$ cat config.mk
export PLATFORM = sky130hd
export DESIGN_NAME = clk_rst_sequencer
export DESIGN_NICKNAME = d
export VERILOG_FILES = /design/src/rtl/rst_seq_pkg.sv /design/src/rtl/sync_2ff.sv /design/src/rtl/clk_rst_sequencer.sv
export SDC_FILE = /design/constraint.sdc
export NUM_CORES = 1
export LEC_CHECK = 0
export CAP_MARGIN = 20
export CORE_MARGIN = 2
export CORE_UTILIZATION = 50
export CTS_CLUSTER_SIZE = 20
export DETAILED_ROUTE_END_ITERATION = 16
export PLACE_DENSITY = 0.71
export SLEW_MARGIN = 15
export SYNTH_ARGS = -nofsm -noshare
export SYNTH_HDL_FRONTEND = slang
export SYNTH_SLANG_ARGS = --single-unit
$ cat constraint.sdc
create_clock -name clk -period 2.6 [get_ports clk]
set_input_delay 0.26 -clock clk [delete_from_list [all_inputs] [get_ports clk]]
set_output_delay 0.26 -clock clk [all_outputs]
set_load 0.01 [all_outputs]
$ cat src/rtl/rst_seq_pkg.sv
// rtl/rst_seq_pkg.sv - shared state and reset-cause encodings for the reset sequencer
package rst_seq_pkg;

  typedef enum logic [2:0] {
    PLL_RST   = 3'd0,
    WAIT_LOCK = 3'd1,
    STABLE    = 3'd2,
    HOLD      = 3'd3,
    RUN       = 3'd4
  } seq_state_t;

  localparam logic [1:0] CAUSE_POR  = 2'b00;
  localparam logic [1:0] CAUSE_LOCK = 2'b01;
  localparam logic [1:0] CAUSE_SW   = 2'b10;
  localparam logic [1:0] CAUSE_TMO  = 2'b11;

endpackage

$ cat src/rtl/sync_2ff.sv
// rtl/sync_2ff.sv - two-flop synchroniser, async active-low reset to 0
module sync_2ff (
  input  logic clk,
  input  logic rst_n,
  input  logic d,
  output logic q
);

  logic meta;

  always_ff @(posedge clk or negedge rst_n) begin
    if (!rst_n) begin
      meta <= 1'b0;
      q    <= 1'b0;
    end else begin
      meta <= d;
      q    <= meta;
    end
  end

endmodule

$ cat src/rtl/clk_rst_sequencer.sv
// rtl/clk_rst_sequencer.sv - PLL reset pulse, lock qualification and system reset release
module clk_rst_sequencer
  import rst_seq_pkg::*;
#(
  parameter int PLL_RST_CYCLES      = 16,
  parameter int LOCK_STABLE_CYCLES  = 1024,
  parameter int RST_HOLD_CYCLES     = 64,
  parameter int LOCK_TIMEOUT_CYCLES = 65535,
  parameter int CNT_W               = 17
) (
  input  logic       clk,
  input  logic       rst_n,
  input  logic       pll_locked,
  input  logic       sw_rst_req,
  output logic       pll_areset,
  output logic       sys_rst_n,
  output logic [1:0] reset_cause,
  output logic [7:0] relock_count,
  output logic [2:0] seq_state
);

  localparam logic [CNT_W-1:0] PLL_RST_LAST = CNT_W'(PLL_RST_CYCLES - 1);
  localparam logic [CNT_W-1:0] STABLE_LAST  = CNT_W'(LOCK_STABLE_CYCLES - 1);
  localparam logic [CNT_W-1:0] HOLD_LAST    = CNT_W'(RST_HOLD_CYCLES - 1);
  localparam logic [CNT_W-1:0] TMO_LAST     = CNT_W'(LOCK_TIMEOUT_CYCLES - 1);

  seq_state_t       state;
  seq_state_t       next_state;
  logic [CNT_W-1:0] cnt;
  logic [1:0]       cause_nxt;
  logic             relock_inc;

  logic locked_s;
  logic sw_s;
  logic locked_d;
  logic sw_d;
  logic sw_rise;

  sync_2ff u_sync_lock (.clk(clk), .rst_n(rst_n), .d(pll_locked), .q(locked_s));
  sync_2ff u_sync_sw   (.clk(clk), .rst_n(rst_n), .d(sw_rst_req), .q(sw_s));

  // RUN-state events are taken from one extra register stage so that lock loss
  // and a software edge arriving together are seen on the same cycle.
  always_ff @(posedge clk or negedge rst_n) begin
    if (!rst_n) begin
      state        <= PLL_RST;
      cnt          <= '0;
      sys_rst_n    <= 1'b0;
      reset_cause  <= CAUSE_POR;
      relock_count <= 8'd0;
      locked_d     <= 1'b0;
      sw_d         <= 1'b0;
      sw_rise      <= 1'b0;
    end else begin
      state       <= next_state;
      sys_rst_n   <= (next_state == RUN);
      reset_cause <= cause_nxt;
      locked_d    <= locked_s;
      sw_d        <= sw_s;
      sw_rise     <= sw_s & ~sw_d;
      if (next_state != state) begin
        cnt <= '0;
      end else if (cnt != '1) begin
        cnt <= cnt + 1'b1;
      end
      if (relock_inc && (relock_count != 8'hFF)) begin
        relock_count <= relock_count + 8'd1;
      end
    end
  end

  always_comb begin
    next_state = state;
    cause_nxt  = reset_cause;
    relock_inc = 1'b0;
    case (state)
      PLL_RST: begin
        if (cnt == PLL_RST_LAST) next_state = WAIT_LOCK;
      end
      WAIT_LOCK: begin
        if (locked_s) begin
          next_state = STABLE;
        end else if (cnt == TMO_LAST) begin
          next_state = PLL_RST;
          cause_nxt  = CAUSE_TMO;
        end
      end
      STABLE: begin
        if (!locked_s) next_state = WAIT_LOCK;
        else if (cnt == STABLE_LAST) next_state = HOLD;
      end
      HOLD: begin
        if (!locked_s) begin
          next_state = PLL_RST;
          cause_nxt  = CAUSE_LOCK;
        end else if (cnt == HOLD_LAST) begin
          next_state = RUN;
        end
      end
      RUN: begin
        if (!locked_d) begin
          next_state = PLL_RST;
          cause_nxt  = CAUSE_LOCK;
          relock_inc = 1'b1;
        end else if (sw_rise) begin
          next_state = HOLD;
          cause_nxt  = CAUSE_SW;
        end
      end
      default: next_state = PLL_RST;
    endcase
  end

  always_comb begin
    pll_areset = (state == PLL_RST);
    seq_state  = state;
  end

endmodule

==> results of run 1 <==
## state kept, by name, indices dropped and copies added, names as in the netlist
register and flops:
sw_d 1, u_sync_lock.q 1, cnt 17, sys_rst_n 1, reset_cause 2, u_sync_sw.meta 1
relock_count 8, sw_rise 1, u_sync_sw.q 1, u_sync_lock.meta 1, locked_d 1, seq_state 3
## through the flow
step                hold WS, ns  worst slack (ns)  utilization  instances
finish                  0.05578            0.1845       0.6222        294
global route             0.1294           0.01511       0.6222        294
CTS                     0.08621            0.1914       0.6185        294
detailed placement       0.3452            0.2185       0.5848        286
global placement         0.3328            0.2727       0.5848        286
floorplan              -0.03559            0.3451            -        220
## final cells by class
cell class | count | area share
Clock buffer | 5 | 0.02707
Clock inverter | 3 | 0.02707
Inverter | 7 | 0.01033
Multi-Input combinational cell | 165 | 0.4444
Sequential cell | 38 | 0.3740
Tap cell | 50 | 0.02461
Timing Repair Buffer | 26 | 0.09252
## cell usage after synthesis, drive strengths merged (2+ instances only)
library cell | n | area share
o31ai | 2 | 0.0070
nand2 | 24 | 0.042
or2 | 2 | 0.0058
nor3 | 6 | 0.014
dfrtp | 38 | 0.44
mux2i | 12 | 0.056
nand3 | 9 | 0.021
and2 | 2 | 0.0058
a21oi | 3 | 0.0087
nor4b | 2 | 0.015
xor2 | 9 | 0.037
nor2 | 7 | 0.012
or4 | 3 | 0.012
inv | 7 | 0.012
o21ai | 24 | 0.056
mux2 | 3 | 0.016
nor4 | 8 | 0.030
buf | 4 | 0.019
and4 | 2 | 0.0081
clkbuf | 6 | 0.010
xnor2 | 13 | 0.053
o21a | 3 | 0.010
ha | 4 | 0.023
o22ai | 3 | 0.0087
or3 | 2 | 0.0058
nor2b | 2 | 0.0058
nand2b | 4 | 0.012
nand4 | 8 | 0.023
## final timing paths
path | from | end | slack [ns]
max | cnt[0] | cnt[15] | 0.18
max in group asynchronous | rst_n | relock_count[5] | 2.03
min | rst_n | reset_cause[0] | 0.06
max reg2reg | cnt[0] | cnt[15] | 0.18
min reg2reg | u_sync_lock.meta | u_sync_lock.q | 0.36
min in group clk | u_sync_lock.meta | u_sync_lock.q | 0.36
## worst register-to-register path: cells and delay by family (launching register included)
family / cells / cell delay (ns)
AO/OA/AOI/OAI: 3 / 0.42
flip-flops: 1 / 0.43
AND/OR/NAND/NOR: 4 / 0.93
adder cells (fa/ha/maj): 2 / 0.51
## timing repair
action / in CTS / in global routing
setup buffers: 0 / 0
endpoints found under the setup margin: 0 / 5
resized for setup: 0 / 3
## power by group
| part | switching (uW) | leakage (uW) | internal [uW] |
|---|---|---|---|
| registers | 91.0 | 0.000507 | 654 |
| logic | 250 | 0.000583 | 235 |
| clock network | 216 | 0.0000683 | 384 |
| total | 557 | 0.00116 | 1270 |
## cells by family (layout without fill, tap and decap cells)
family,after synthesis,in the layout,share of synthesized area
AOI/OAI and AO/OA,38,38,0.1010
xor gates and xnor gates,22,22,0.08943
adders and majority gates,4,4,0.02323
buffers and inverters,17,41,0.04123
DFF,38,38,0.4413
muxes,15,15,0.07143
and+or+nand+nor,86,86,0.2323
## per-layer routing
metal	vias to the layer above	track usage	part of all wire
li1	836	-	-
met1	795	0.2512	0.47
met2	24	0.3162	0.48
met3	5	0.04797	0.032
met4	0	0.05128	0.012
met5	-	0	0
==> impl_metrics.yaml, run 1 <==
status:
  outcome: "complete, no violations"
floorplan:
  core_mm2: 0.004086
  die_w_um: 69.65
  rows: 23
  fp.dieArea_mm2: 0.004850
  initial_core_util: 0.5273
  die_y_um: 69.65
  ios: 19
clock_tree:
  cts_buffer_depth: 2
  clk_latency_ns: 0.29
  cts.clk_slew.worst_paths_ns: 0.08
  tritoncts: "done"
  cts_hold_buf: 0
  root_buffer: "clkbuf_8"
  htree_num_levels: 2
  numCtsBuffers: 5
  clock_sinks: 38
setup_path:
  cp_data_arrival_time_ns: 2.59
  critPathBufInv: 0
  crit_cells: 9
  slowest_stage: "dfrtp_1"
  worst_ep_required_time_ns: 2.77
  cp_slowest_stage_delay_ns: 0.43
  cp-start-kind: "flip-flop"
  path_class: "reg -> reg"
  endpoint_kind: "flip-flop"
  cp_cell_sequence: "ha_1 > and2_1 > and2_1 > ha_1 > nand3b_1 > or3_1 > o21a_1 > o21ai_0 > o21ai_1"
  cp_max_fo: 7
  r2r_cells: 9
  crit_family: "simple AND/OR/NAND/NOR gates"
route:
  via_count: 1660
  vias_per_cell: 5.646
  avgRoutedWirePerCell_um: 14.35
  antenna_left: 0
  drc: 0
  first_pass_iters: 4
  drtIter0Drc: 93
  wl_mm: 4.219
synth:
  syn_area_mm2: 0.002155
  yosysUniqueCellTypes: 44
  synth.yosys.warnings: 0
  synth_area_per_cell_um2: 9.793
  synthFlopType: "dfrtp_1"
  yosys_register_bits: 38
  synthesis.nets: 228
  ys_seq_area_frac: 0.4413
  synthArstFlopShare: 1.000
  syn_inst: 220
  synth_edf_count: 0
finish:
  layout_common_cells: "dfrtp_1 (38), nand2_1 (24), o21ai_0 (23), clkdlybuf4s50_1 (17), xnor2_1 (13)"
  stdcell_area_mm2: 0.002542
  final_common_cell: "dfrtp_1"
  final_layout_size_suffix_gt1_frac: 0.1189
  multi_input_comb_area_mm2: 0.001130
  diodes: 0
  final_nets: 251
  fillerInstances: 331
  area_growth_pct: 18.00
  register_area_um2: 950.9
placed_design:
  gp_congestion: 0.7972
  io_buffer_count: 18
  dp_hpwl_mm: 2.927
  dpl_cell_area_mm2: 0.002390
timing:
  slew_headroom: 0.4576
  setup_viol: 0
  skew_ns: 0.01084
  fin_crit_ns: 2.416
  rsz0062_at_grt: "false"
  fmax_mhz: 414.0
  hold_viol: 0
  tightest_slew_ns: 0.8136
  fin_setup_tns_ns: 0
  slew_violations: 0
  period_share: 0.9290
worst_hold_path:
  hp-class: "in -> async"
grt:
  grt_start_max_net_pins: 39
  track_usage: 0.1912
  grt_antenna_before_repair: 0
  overflow: 0
  grt_pass1_wl_mm: 7.534
  grt_pass1_vias: 1619
pwr:
  power-per-cell-area_mw_per_mm2: 720.0
  p_total_uw: 1831
  ir_worst_vdd_v: 0.0003893
  leakagePower_uw: 0.001158
job:
  cap_violations: 0
No activity file was read; power rests on OpenSTA's default activity.
==> run 2, diff against run 1 <==
--- a/config.mk
+++ b/config.mk
@@ -7,11 +7,12 @@
 export LEC_CHECK = 0
 export CAP_MARGIN = 20
 export CORE_MARGIN = 2
-export CORE_UTILIZATION = 50
+export CORE_UTILIZATION = 57
 export CTS_CLUSTER_SIZE = 20
 export DETAILED_ROUTE_END_ITERATION = 16
-export PLACE_DENSITY = 0.71
+export PLACE_DENSITY = 0.79
 export SLEW_MARGIN = 15
 export SYNTH_ARGS = -nofsm -noshare
 export SYNTH_HDL_FRONTEND = slang
 export SYNTH_SLANG_ARGS = --single-unit
+export TNS_END_PERCENT = 5
==> impl_metrics.yaml, run 2 (same netlist as run 1, synthesis figures left out) <==
status:
  outcome: "complete, no violations"
clock_tree:
  cts_setup_buffers: 0
  htree_num_levels: 2
  postCtsResizedCells: 0
  numCtsBuffers: 5
  cts.clk_slew.worst_paths_ns: 0.07
  tritoncts: "done"
  cts_buffer_depth: 2
  root_buffer: "clkbuf_8"
  clk_latency_ns: 0.29
  clock_sinks: 38
  cts_hold_buf: 0
floorplan:
  ios: 19
  core_mm2: 0.003661
  fp.dieArea_mm2: 0.004288
  die_w_um: 65.48
  die_y_um: 65.48
  initial_core_util: 0.5885
  rows: 22
placed_design:
  io_buffer_count: 18
  dp_hpwl_mm: 2.851
  place_inst: 282
  dpl_cell_area_mm2: 0.002385
  gp_congestion: 0.8899
finish:
  largest_reg_flops: 17
  final_cells: 290
  area_growth_pct: 17.71
  final_nets: 249
  layout_common_cells: "dfrtp_1 (38), nand2_1 (24), o21ai_0 (23), clkdlybuf4s50_1 (17), xnor2_1 (13)"
  diodes: 0
  stdcell_area_mm2: 0.002536
  largest-register: "cnt"
  final_common_cell: "dfrtp_1"
  final_layout_size_suffix_gt1_frac: 0.1074
grt:
  grt_start_max_net_pins: 39
  grt_pass1_vias: 1573
  grt_antenna_before_repair: 0
  overflow: 0
  grt_pass1_wl_mm: 7.141
  track_usage: 0.2220
setup_path:
  cp-start-kind: "flip-flop"
  path_class: "reg -> reg"
  critPathBufInv: 0
  crit_family: "simple AND/OR/NAND/NOR gates"
  cp_cell_sequence: "ha_1 > and2_1 > and2_1 > ha_1 > nand3b_1 > or3_1 > o21a_1 > o21ai_0 > o21ai_1"
  worst_ep_required_time_ns: 2.77
  critPathLaunch: "cnt[0]"
  cp_slowest_stage_delay_ns: 0.43
  endpoint_kind: "flip-flop"
  cp_data_arrival_time_ns: 2.64
  slowest_stage: "dfrtp_1"
  reg2reg_slack_ns: 0.14
  cp_max_fo: 7
  r2r_start: "cnt[0]"
  r2r_end: "cnt[15]"
  r2r_cells: 9
route:
  drc: 0
  avgRoutedWirePerCell_um: 14.27
  wl_mm: 4.139
  drtIter0Drc: 83
  via_count: 1687
  antenna_left: 0
  first_pass_iters: 5
  vias_per_cell: 5.817
pwr:
  leakagePower_uw: 0.001158
  power-per-cell-area_mw_per_mm2: 730.8
  ir_worst_vdd_v: 0.0004034
timing:
  fmax_mhz: 406.0
  period_share: 0.9473
  rsz0062_at_grt: "true"
  fin_crit_ns: 2.463
  skew_ns: 0.004117
  hold_viol: 0
  tightest_slew_ns: 0.8029
  setup_viol: 0
  slew_violations: 0
  slew_headroom: 0.4647
job:
  cap_violations: 0
worst_hold_path:
  hp-class: "in -> async"
run 2: cell types whose count changed in the layout (fill, tap and decap cells not counted):
cell / previous run / this run
buf_4: 8 / 5
buf_12: 0 / 1
clkbuf_8: 5 / 6
clkinv_4: 1 / 0
nor4_1: 5 / 6
nor4_2: 2 / 1
run 2: metrics by stage:
stage          total power, uW  worst slack [ns]  utilization  hold slack (ns)  setup TNS, ns
4_1_cts                   1865            0.1411       0.6904          0.09233              0
6_report                  1854            0.1371       0.6928          0.05463              0
3_3_place_gp              1235            0.2913       0.6514           0.3362              0
2_1_floorplan             1094            0.3451            -         -0.03559              0
5_1_grt                   1961          -0.04098       0.6928           0.1324       -0.07078
3_5_place_dp              1250            0.1627       0.6514           0.3380              0
run 2: final cells by class:
class | count | area (um^2)
clock buffers | 6 | 82.58
multi-input cells | 165 | 1124
flip-flops and latches | 38 | 950.9
well taps | 48 | 60.06
inverters | 7 | 26.28
fillers | 291 | 1125
clock inverters | 2 | 60.06
repair buffers | 24 | 232.7
run 2: worst max-delay path by stage:
stage,endpoint,slack [ns],depth (start not counted)
after floorplan,cnt[14],0.35,10
after global placement,cnt[15],0.29,9
after detailed placement,cnt[10],0.16,9
after CTS,cnt[10],0.14,9
after global routing,cnt[13],-0.04,9
final,cnt[15],0.14,9
run 2: report_power, final:
part           internal, uW  total [uW]  switching (uW)
clock network           409         615             206
logic                   241         497             256
registers               654         741            87.5
total                  1300        1850             549
run 2: routing by layer:
metal  vias to the layer above  share of wire  GRT usage
li1                        824              -          -
met1                       824           0.46     0.2928
met2                        35           0.48     0.3469
met3                         4          0.045    0.05479
met4                         0          0.012    0.09896
met5                         -              0          0
run 2: worst register-to-register path, cell delays in order, from the launching register on:
cell and delay [ns]:
dfrtp_1 0.43, ha_1 0.26, and2_1 0.19, and2_1 0.15, ha_1 0.26, nand3b_1 0.28, or3_1 0.37, o21a_1 0.19
o21ai_0 0.15, o21ai_1 0.08
